## src/rtl/knn_pkg.sv

```systemverilog
// Shared definitions for the KNN sequencer: FSM state encoding and the
// point-memory address map (test points first, data points after them).
package knn_pkg;

  typedef enum logic [2:0] {
    IDLE    = 3'd0,
    LD_TEST = 3'd1,
    FETCH   = 3'd2,
    DIST    = 3'd3,
    INSERT  = 3'd4,
    VOTE    = 3'd5,
    WRITE   = 3'd6,
    DONE    = 3'd7
  } knn_state_e;

  localparam int TEST_BASE = 0;

  // Data points live directly after the M test points.
  function automatic int data_base(input int m);
    return m;
  endfunction

  function automatic int cnt_w(input int max_val);
    return (max_val < 1) ? 1 : $clog2(max_val + 1);
  endfunction

endpackage

```

## src/rtl/knn_idx_cnt.sv

```systemverilog
// Up-counter from 0 to MAX with synchronous clear and enable; holds at MAX
// so it only ever wraps through an explicit clear.
module knn_idx_cnt
  import knn_pkg::*;
#(
  parameter int MAX = 1,
  parameter int W   = cnt_w(MAX)
) (
  input  logic         clk_i,
  input  logic         rst_ni,
  input  logic         clr_i,
  input  logic         en_i,
  output logic [W-1:0] cnt_o,
  output logic         tc_o
);

  logic [W-1:0] cnt_q, cnt_d;

  assign tc_o  = (cnt_q == W'(MAX));
  assign cnt_o = cnt_q;

  always_comb begin
    cnt_d = cnt_q;
    if (clr_i)
      cnt_d = '0;
    else if (en_i && !tc_o)
      cnt_d = cnt_q + W'(1);
  end

  always_ff @(posedge clk_i) begin
    if (!rst_ni)
      cnt_q <= '0;
    else
      cnt_q <= cnt_d;
  end

endmodule

```

## src/rtl/knn_seq_ctrl.sv

```systemverilog
// KNN accelerator sequencer: walks M test points x N data points through
// fetch, distance, neighbour insert, then label vote and result write.
module knn_seq_ctrl
  import knn_pkg::*;
#(
  parameter int M        = 4,
  parameter int N        = 10,
  parameter int DIST_LAT = 2,
  parameter int ADDR_W   = 4,
  localparam int RES_W   = cnt_w(M - 1)
) (
  input  logic              clk,
  input  logic              rst,
  input  logic              start,
  output logic              busy,
  output logic              done,
  output logic              mem_req,
  output logic [ADDR_W-1:0] mem_addr,
  input  logic              mem_ack,
  output logic              ld_test,
  output logic              ld_data,
  output logic              nb_clr,
  output logic              dist_en,
  output logic              ins_req,
  input  logic              ins_done,
  output logic              vote_req,
  input  logic              vote_done,
  output logic              res_we,
  output logic [RES_W-1:0]  res_addr
);

  localparam int DATA_W_IDX = cnt_w(N - 1);
  localparam int LAT_W      = cnt_w(DIST_LAT - 1);

  knn_state_e state_q, state_d;
  logic       ld_test_q, ld_test_d;

  logic                  test_clr, test_en, test_tc;
  logic                  data_clr, data_en, data_tc;
  logic                  lat_clr, lat_en, lat_tc;
  logic [RES_W-1:0]      test_idx;
  logic [DATA_W_IDX-1:0] data_idx;
  logic [LAT_W-1:0]      lat_cnt;

  knn_idx_cnt #(.MAX(M - 1), .W(RES_W)) u_test_cnt (
    .clk_i (clk), .rst_ni(rst), .clr_i(test_clr), .en_i(test_en),
    .cnt_o (test_idx), .tc_o(test_tc)
  );

  knn_idx_cnt #(.MAX(N - 1), .W(DATA_W_IDX)) u_data_cnt (
    .clk_i (clk), .rst_ni(rst), .clr_i(data_clr), .en_i(data_en),
    .cnt_o (data_idx), .tc_o(data_tc)
  );

  knn_idx_cnt #(.MAX(DIST_LAT - 1), .W(LAT_W)) u_lat_cnt (
    .clk_i (clk), .rst_ni(rst), .clr_i(lat_clr), .en_i(lat_en),
    .cnt_o (lat_cnt), .tc_o(lat_tc)
  );

  always_ff @(posedge clk) begin
    if (!rst) begin
      state_q   <= IDLE;
      ld_test_q <= 1'b0;
    end else begin
      state_q   <= state_d;
      ld_test_q <= ld_test_d;
    end
  end

  always_comb begin
    state_d   = state_q;
    ld_test_d = 1'b0;
    test_clr  = 1'b0;
    test_en   = 1'b0;
    data_clr  = 1'b0;
    data_en   = 1'b0;
    lat_clr   = 1'b0;
    lat_en    = 1'b0;
    case (state_q)
      IDLE:    if (start) state_d = LD_TEST;
      LD_TEST: if (mem_ack) begin
                 ld_test_d = 1'b1;
                 data_clr  = 1'b1;
                 state_d   = FETCH;
               end
      FETCH:   if (mem_ack) begin
                 lat_clr = 1'b1;
                 state_d = DIST;
               end
      DIST:    if (lat_tc) state_d = INSERT;
               else        lat_en  = 1'b1;
      INSERT:  if (ins_done) begin
                 if (data_tc) state_d = VOTE;
                 else begin
                   data_en = 1'b1;
                   state_d = FETCH;
                 end
               end
      VOTE:    if (vote_done) state_d = WRITE;
      WRITE:   if (test_tc) begin
                 test_clr = 1'b1;
                 state_d  = DONE;
               end else begin
                 test_en = 1'b1;
                 state_d = LD_TEST;
               end
      DONE:    state_d = IDLE;
      default: state_d = IDLE;
    endcase
  end

  // Output decode; ld_data marks the first DIST cycle since lat_cnt is cleared on entry.
  always_comb begin
    mem_addr = '0;
    case (state_q)
      LD_TEST: mem_addr = ADDR_W'(TEST_BASE) + ADDR_W'(test_idx);
      FETCH:   mem_addr = ADDR_W'(data_base(M)) + ADDR_W'(data_idx);
      default: mem_addr = '0;
    endcase
  end

  assign busy     = (state_q != IDLE);
  assign done     = (state_q == DONE);
  assign mem_req  = (state_q == LD_TEST) || (state_q == FETCH);
  assign ld_test  = ld_test_q;
  assign nb_clr   = ld_test_q;
  assign ld_data  = (state_q == DIST) && (lat_cnt == '0);
  assign dist_en  = (state_q == DIST);
  assign ins_req  = (state_q == INSERT);
  assign vote_req = (state_q == VOTE);
  assign res_we   = (state_q == WRITE);
  assign res_addr = test_idx;

endmodule
```

## config.mk

```make
export PLATFORM = sky130hd
export DESIGN_NAME = knn_seq_ctrl
export DESIGN_NICKNAME = d
export VERILOG_FILES = /design/src/rtl/knn_pkg.sv /design/src/rtl/knn_idx_cnt.sv /design/src/rtl/knn_seq_ctrl.sv
export SDC_FILE = /design/constraint.sdc
export NUM_CORES = 1
export LEC_CHECK = 0
export CELL_PAD_IN_SITES_DETAIL_PLACEMENT = 1
export CELL_PAD_IN_SITES_GLOBAL_PLACEMENT = 1
export CORE_MARGIN = 1
export CORE_UTILIZATION = 35
export CTS_CLUSTER_DIAMETER = 40
export DETAILED_ROUTE_END_ITERATION = 12
export PLACE_DENSITY_LB_ADDON = 0.1
export SYNTH_ARGS = -nofsm -noshare
export SYNTH_HDL_FRONTEND = slang
export SYNTH_SLANG_ARGS = --single-unit
```

## constraint.sdc

```tcl
create_clock -name clk -period 3.8 [get_ports clk]
set_input_delay 0.76 -clock clk [delete_from_list [all_inputs] [get_ports clk]]
set_output_delay 0.76 -clock clk [all_outputs]
set_load 0.03 [all_outputs]
```

## After elaboration in Yosys (flattened, before gate mapping)

Index checks and enable logic that the tools add are counted.

| storage, ports and cells | value |
|---|---|
| register bits | 11 |
| bits of input ports | 6 |
| output and inout bits | 16 |
| logic and storage cells | 62 |

| operators by class | value |
|---|---|
| add/subtract/negate cells | 4 |
| equality and inequality tests | 15 |
| muxes and demuxes | 22 |
| bitwise logic cells | 2 |
| reductions and logical operators | 14 |

Operator list:

| operator | number |
|---|---|
| $mux 3 | 8 |
| $pmux 3 s8 | 1 |
| $eq 3x3->1 const B | 4 |
| $mux 1 | 12 |
| $pmux 4 s2 | 1 |
| $eq 3x2->1 const B | 2 |
| $ne 2x1->1 const B | 3 |
| $ne 2x2->1 const B | 3 |
| $reduce_and 6->1 | 1 |
| $reduce_or 2->1 | 3 |
| $add 3x4->4 const A | 1 |
| $add 4x1->4 const B | 1 |
| $eq 4x4->1 const B | 1 |
| $logic_and 1x1->1 | 4 |
| $eq 3x1->1 const B | 1 |
| $logic_not 1->1 | 3 |
| $logic_not 3->1 | 1 |
| $reduce_bool 3->1 | 1 |
| $add 2x1->2 const B | 1 |
| $eq 2x2->1 const B | 1 |
| $not 1->1 | 2 |
| $add 1x1->1 const B | 1 |
| $logic_or 1x1->1 | 1 |

## Longest topological paths before layout

| depth | value |
|---|---|
| word-level depth | 5 |
| mapped depth | 6 |
| gate-level depth less buffers | 6 |

## By module

Synthesis repeated with hierarchy kept, for this count alone.

| unflattened totals | value |
|---|---|
| cell total of the unflattened synthesis | 101 |
| area total of the unflattened synthesis | 803.3 um^2 |

By module, submodules not included:

| module | instances | cells each | area each (um^2) | seq. area each (um^2) |
|---|---|---|---|---|
| knn_seq_ctrl | 1 | 64 | 437.9 | 80.1 |
| knn_idx_cnt at u_data_cnt | 1 | 24 | 222.7 | 80.1 |
| knn_idx_cnt at u_test_cnt | 1 | 9 | 98.8 | 40.0 |
| knn_idx_cnt at u_lat_cnt | 1 | 4 | 43.8 | 20.0 |

## Worst setup path before layout

OpenSTA, ideal clock, no wires.

| timing | value |
|---|---|
| path type | register to output |
| from | reg state_q[2] |
| to | out mem_addr[3] |
| arrival | 1.639 ns |
| required time | 3.040 ns |
| path slack | 1.401 ns |
| stages on the path, launching flop included | 4 |
| path through | dfxtp_1 -> buf_2 -> clkbuf_1 -> nor4_1 |

| between the ends | value |
|---|---|
| word-level cells in the longest chain between the ends | 2 |

RTL lines:

| item | line | text |
|---|---|---|
| from (decl) | knn_seq_ctrl.sv:35 | `knn_state_e state_q, state_d;` |
| from (signal assigned) | knn_seq_ctrl.sv:65 | `state_q <= state_d;` |
| $eq 3x2->1 or $eq 3x1->1 (tied branches) | knn_seq_ctrl.sv:115 | `case (state_q)` |
| $pmux 4 s2 * | knn_seq_ctrl.sv:115 |  |
| to (decl) | knn_seq_ctrl.sv:18 | `output logic [ADDR_W-1:0] mem_addr,` |

Mark *: on every way between the ends. The rest lies on a longest branch, timed or not.

## Worst setup path after layout

| timing | value |
|---|---|
| from | reg state_q[0] |
| to | out mem_addr[1] |

The elaborated chain is that of the path after synthesis.

==> run_results.csv <==
group,metric,value,unit
run_status,status,"finished clean",
logic_synthesis,seq_area_frac_synth,29.3,%
hold_path,hold_path.class,"reg -> reg",
setup_path,start_kind,"register",
global_routing,grt_usage,19.3,%
floorplan,start_util,37.9,%
global_routing,grt_overflow_total,0,
route,vias_per_cell,5.36,
cts,cts_hold_buffers,0,
sta,finalClockSkew,0.00296,ns
flow_run,max-cap-violations,0,
final_layout,drive_gt1_share,9.01,%
cts,ctsResizeCount,0,
global_routing,grt_max_degree,25,
cts,clk_pin_slew,0.07,ns
route,firstDrtPassIters,4,
logic_synthesis,synthFlopType,"dfxtp_1",
power_and_ir_drop,power_leakage,0.389,nW
place,hpwl,1.45,mm
cts,cts.sinks,11,
sta,rsz0062_at_grt,"false",
floorplan,dieArea,2340,µm²
floorplan,core-area,1980,µm²
cts,cts_tree,"yes",
setup_path,worstPathArrival,2.24,ns
final_layout,nNetsFinal,122,
cts,root_buffer,"clkbuf_4",
setup_path,cp.required,3.04,ns
logic_synthesis,synth-edff-count,0,
cts,htreeDepth,1,
sta,max_freq,333,MHz
logic_synthesis,yosys-top-cells-area,"dfxtp_1 29%, nor2_1 7.0%, ha_1 6.7%",
sta,finalSetupTns,0,ns
cts,clkLatencyLatePin,0.27,ns
cts,cts_made_buffers,3,
logic_synthesis,synth_cell_type_count,37,
logic_synthesis,synth_top_area_cell,"dfxtp_1",
sta,worst_slew_pin_slew,0.747,ns
setup_path,path_max_fanout,16,
route,drc_errors,0,
final_layout,design_area,991,µm²
floorplan,ioPinCount,22,
floorplan,die_w,48.4,µm
route,wirelength,1.96,mm
global_routing,grt_pass1_vias,758,
logic_synthesis,syn-cell-area,752,µm²
sta,setup_viol,0,
floorplan,num_rows,16,
logic_synthesis,syn-instance-count,91,
place,dpl_cell_area,965,µm²
global_routing,antenna_found_initial,0,
final_layout,area_delta_synth_final,31.8,%
setup_path,path_class,"reg -> out",
logic_synthesis,async_flop_share,0,%
logic_synthesis,yosysWarnings,0,
sta,finalHoldViolCount,0,
logic_synthesis,synth_fp_nets,101,
sta,layout_min_cycle_time,3.00,ns
logic_synthesis,synth_top_area_share,29.3,%
place,port_buffers,21,
power_and_ir_drop,power_density,586,nW/µm²
sta,slew_violations,0,
cts,post-cts-setup-buffer-count,0,
place,gp_congestion,0.738,
power_and_ir_drop,vdd_drop_max,0.282,mV
route,first_iter_violations,5,
route,wl_per_cell,14.2,µm
setup_path,worstSetupEndpointType,"output pin",
global_routing,grt_first_pass_wirelength,3.52,mm
route,antenna_left,0,
final_layout,diodes,0,
route,vias,740,
sta,maxSlewHeadroom,50.1,%
logic_synthesis,synth_seq_cells,11,
floorplan,die_height,48.4,µm
cts,cts_buffer_depth,2,
logic_synthesis,synth_area_per_cell,8.26,µm²
sta,period_share,78.9,%
where the power goes:
group	total [mW]	switching [mW]	internal, mW
sequential	0.201	0.0671	0.134
combinational	0.296	0.157	0.139
clock	0.0833	0.0427	0.0406
routing by layer:
layer / GRT usage, % / vias up / part of all wire, % / wire, µm
li1: - / 360 / - / -
met5: 0 / - / 0 / 0
met2: 32.4 / 18 / 46 / 895
met4: 7.35 / 0 / 1.2 / 23
met3: 3.77 / 4 / 4.4 / 86
met1: 24.2 / 358 / 49 / 958
path summary, 6_finish.rpt:
| path | slack (ns) | cells after the start | startpoint | end |
|---|---|---|---|---|
| max | 0.80 | 4 | state_q[0] | mem_addr[1] |
| min | 0.54 | 2 | u_data_cnt.cnt_o[3] | u_data_cnt.cnt_o[3] |
| max reg2reg | 2.01 | 4 | state_q[1] | state_q[2] |
| min reg2reg | 0.54 | 2 | u_data_cnt.cnt_o[3] | u_data_cnt.cnt_o[3] |
synthesized netlist by cell type, types with 2 or more instances:
library cell	n
a22oi_1	2
a21oi_1	4
clkbuf_1	2
nor2_1	14
nor3_1	2
inv_2	2
nor2b_1	2
nand4_1	2
inv_1	4
mux2_2	2
nand3b_1	3
dfxtp_1	11
nand2_1	5
nor4_1	2
ha_1	4
nor3b_1	3
mux2i_1	3
xor2_1	3
and3_1	2
and2_1	2
flip-flops by register name, indices dropped and copies added (netlist names):
register	count
state_q	3
u_data_cnt.cnt_o	4
ld_test	1
u_test_cnt.cnt_o	2
u_lat_cnt.cnt_o	1
stage by stage:
stage          util (%)  worst slack, ns  std cells  power (mW)  hold slack (ns)
6_report           50.0            0.800        138       0.580            0.540
5_1_grt            50.0            0.625        138       0.627            0.610
4_1_cts            50.0            0.762        138       0.585            0.540
3_5_place_dp       48.7             1.07        134       0.500            0.523
3_3_place_gp       48.7             1.19        134       0.492            0.508
2_1_floorplan         -             1.40         91       0.407            0.483
cell type report:
cell class / instances / area, µm²
tap: 27 / 33.8
clock buffer: 4 / 26.3
inverter: 6 / 22.5
multi-input combinational: 69 / 478
timing repair buffer: 21 / 210
fill: 246 / 991
sequential: 11 / 220
worst max-delay path: stages (launching register included):
cell	delay (ns)
dfxtp_1	0.65
nor2b_1	0.41
a22oi_1	0.12
nor2_1	0.11
clkdlybuf4s50_1	0.68
cells in the final DEF (no fill, tap or decap), types with 2 or more instances in the layout:
cell              n
and3_1            2
mux2i_1           3
nor2b_1           2
nand2_1           5
nor2_1           14
nor4_1            2
nor3_1            2
a22oi_1           2
inv_1             4
xor2_1            3
a21oi_1           4
dfxtp_1          11
nand3b_1          3
clkdlybuf4s50_1  21
ha_1              4
and2_1            2
clkbuf_4          3
inv_2             2
nor3b_1           3
mux2_2            2
nand4_1           2
cells by family (layout without fill, tap and decap cells):
kind of cell	after synthesis	count (layout)	synth area share (%)
AND/OR/NAND/NOR	40	40	27.5
AO/OA/AOI/OAI	16	16	17.8
flip-flops	11	11	29.3
buffers and inverters	11	31	7.15
multiplexers	5	5	6.99
adder cells (fa/ha/maj)	4	4	6.66
XOR/XNOR	4	4	4.66
No activity file was read; power rests on OpenSTA's default activity.
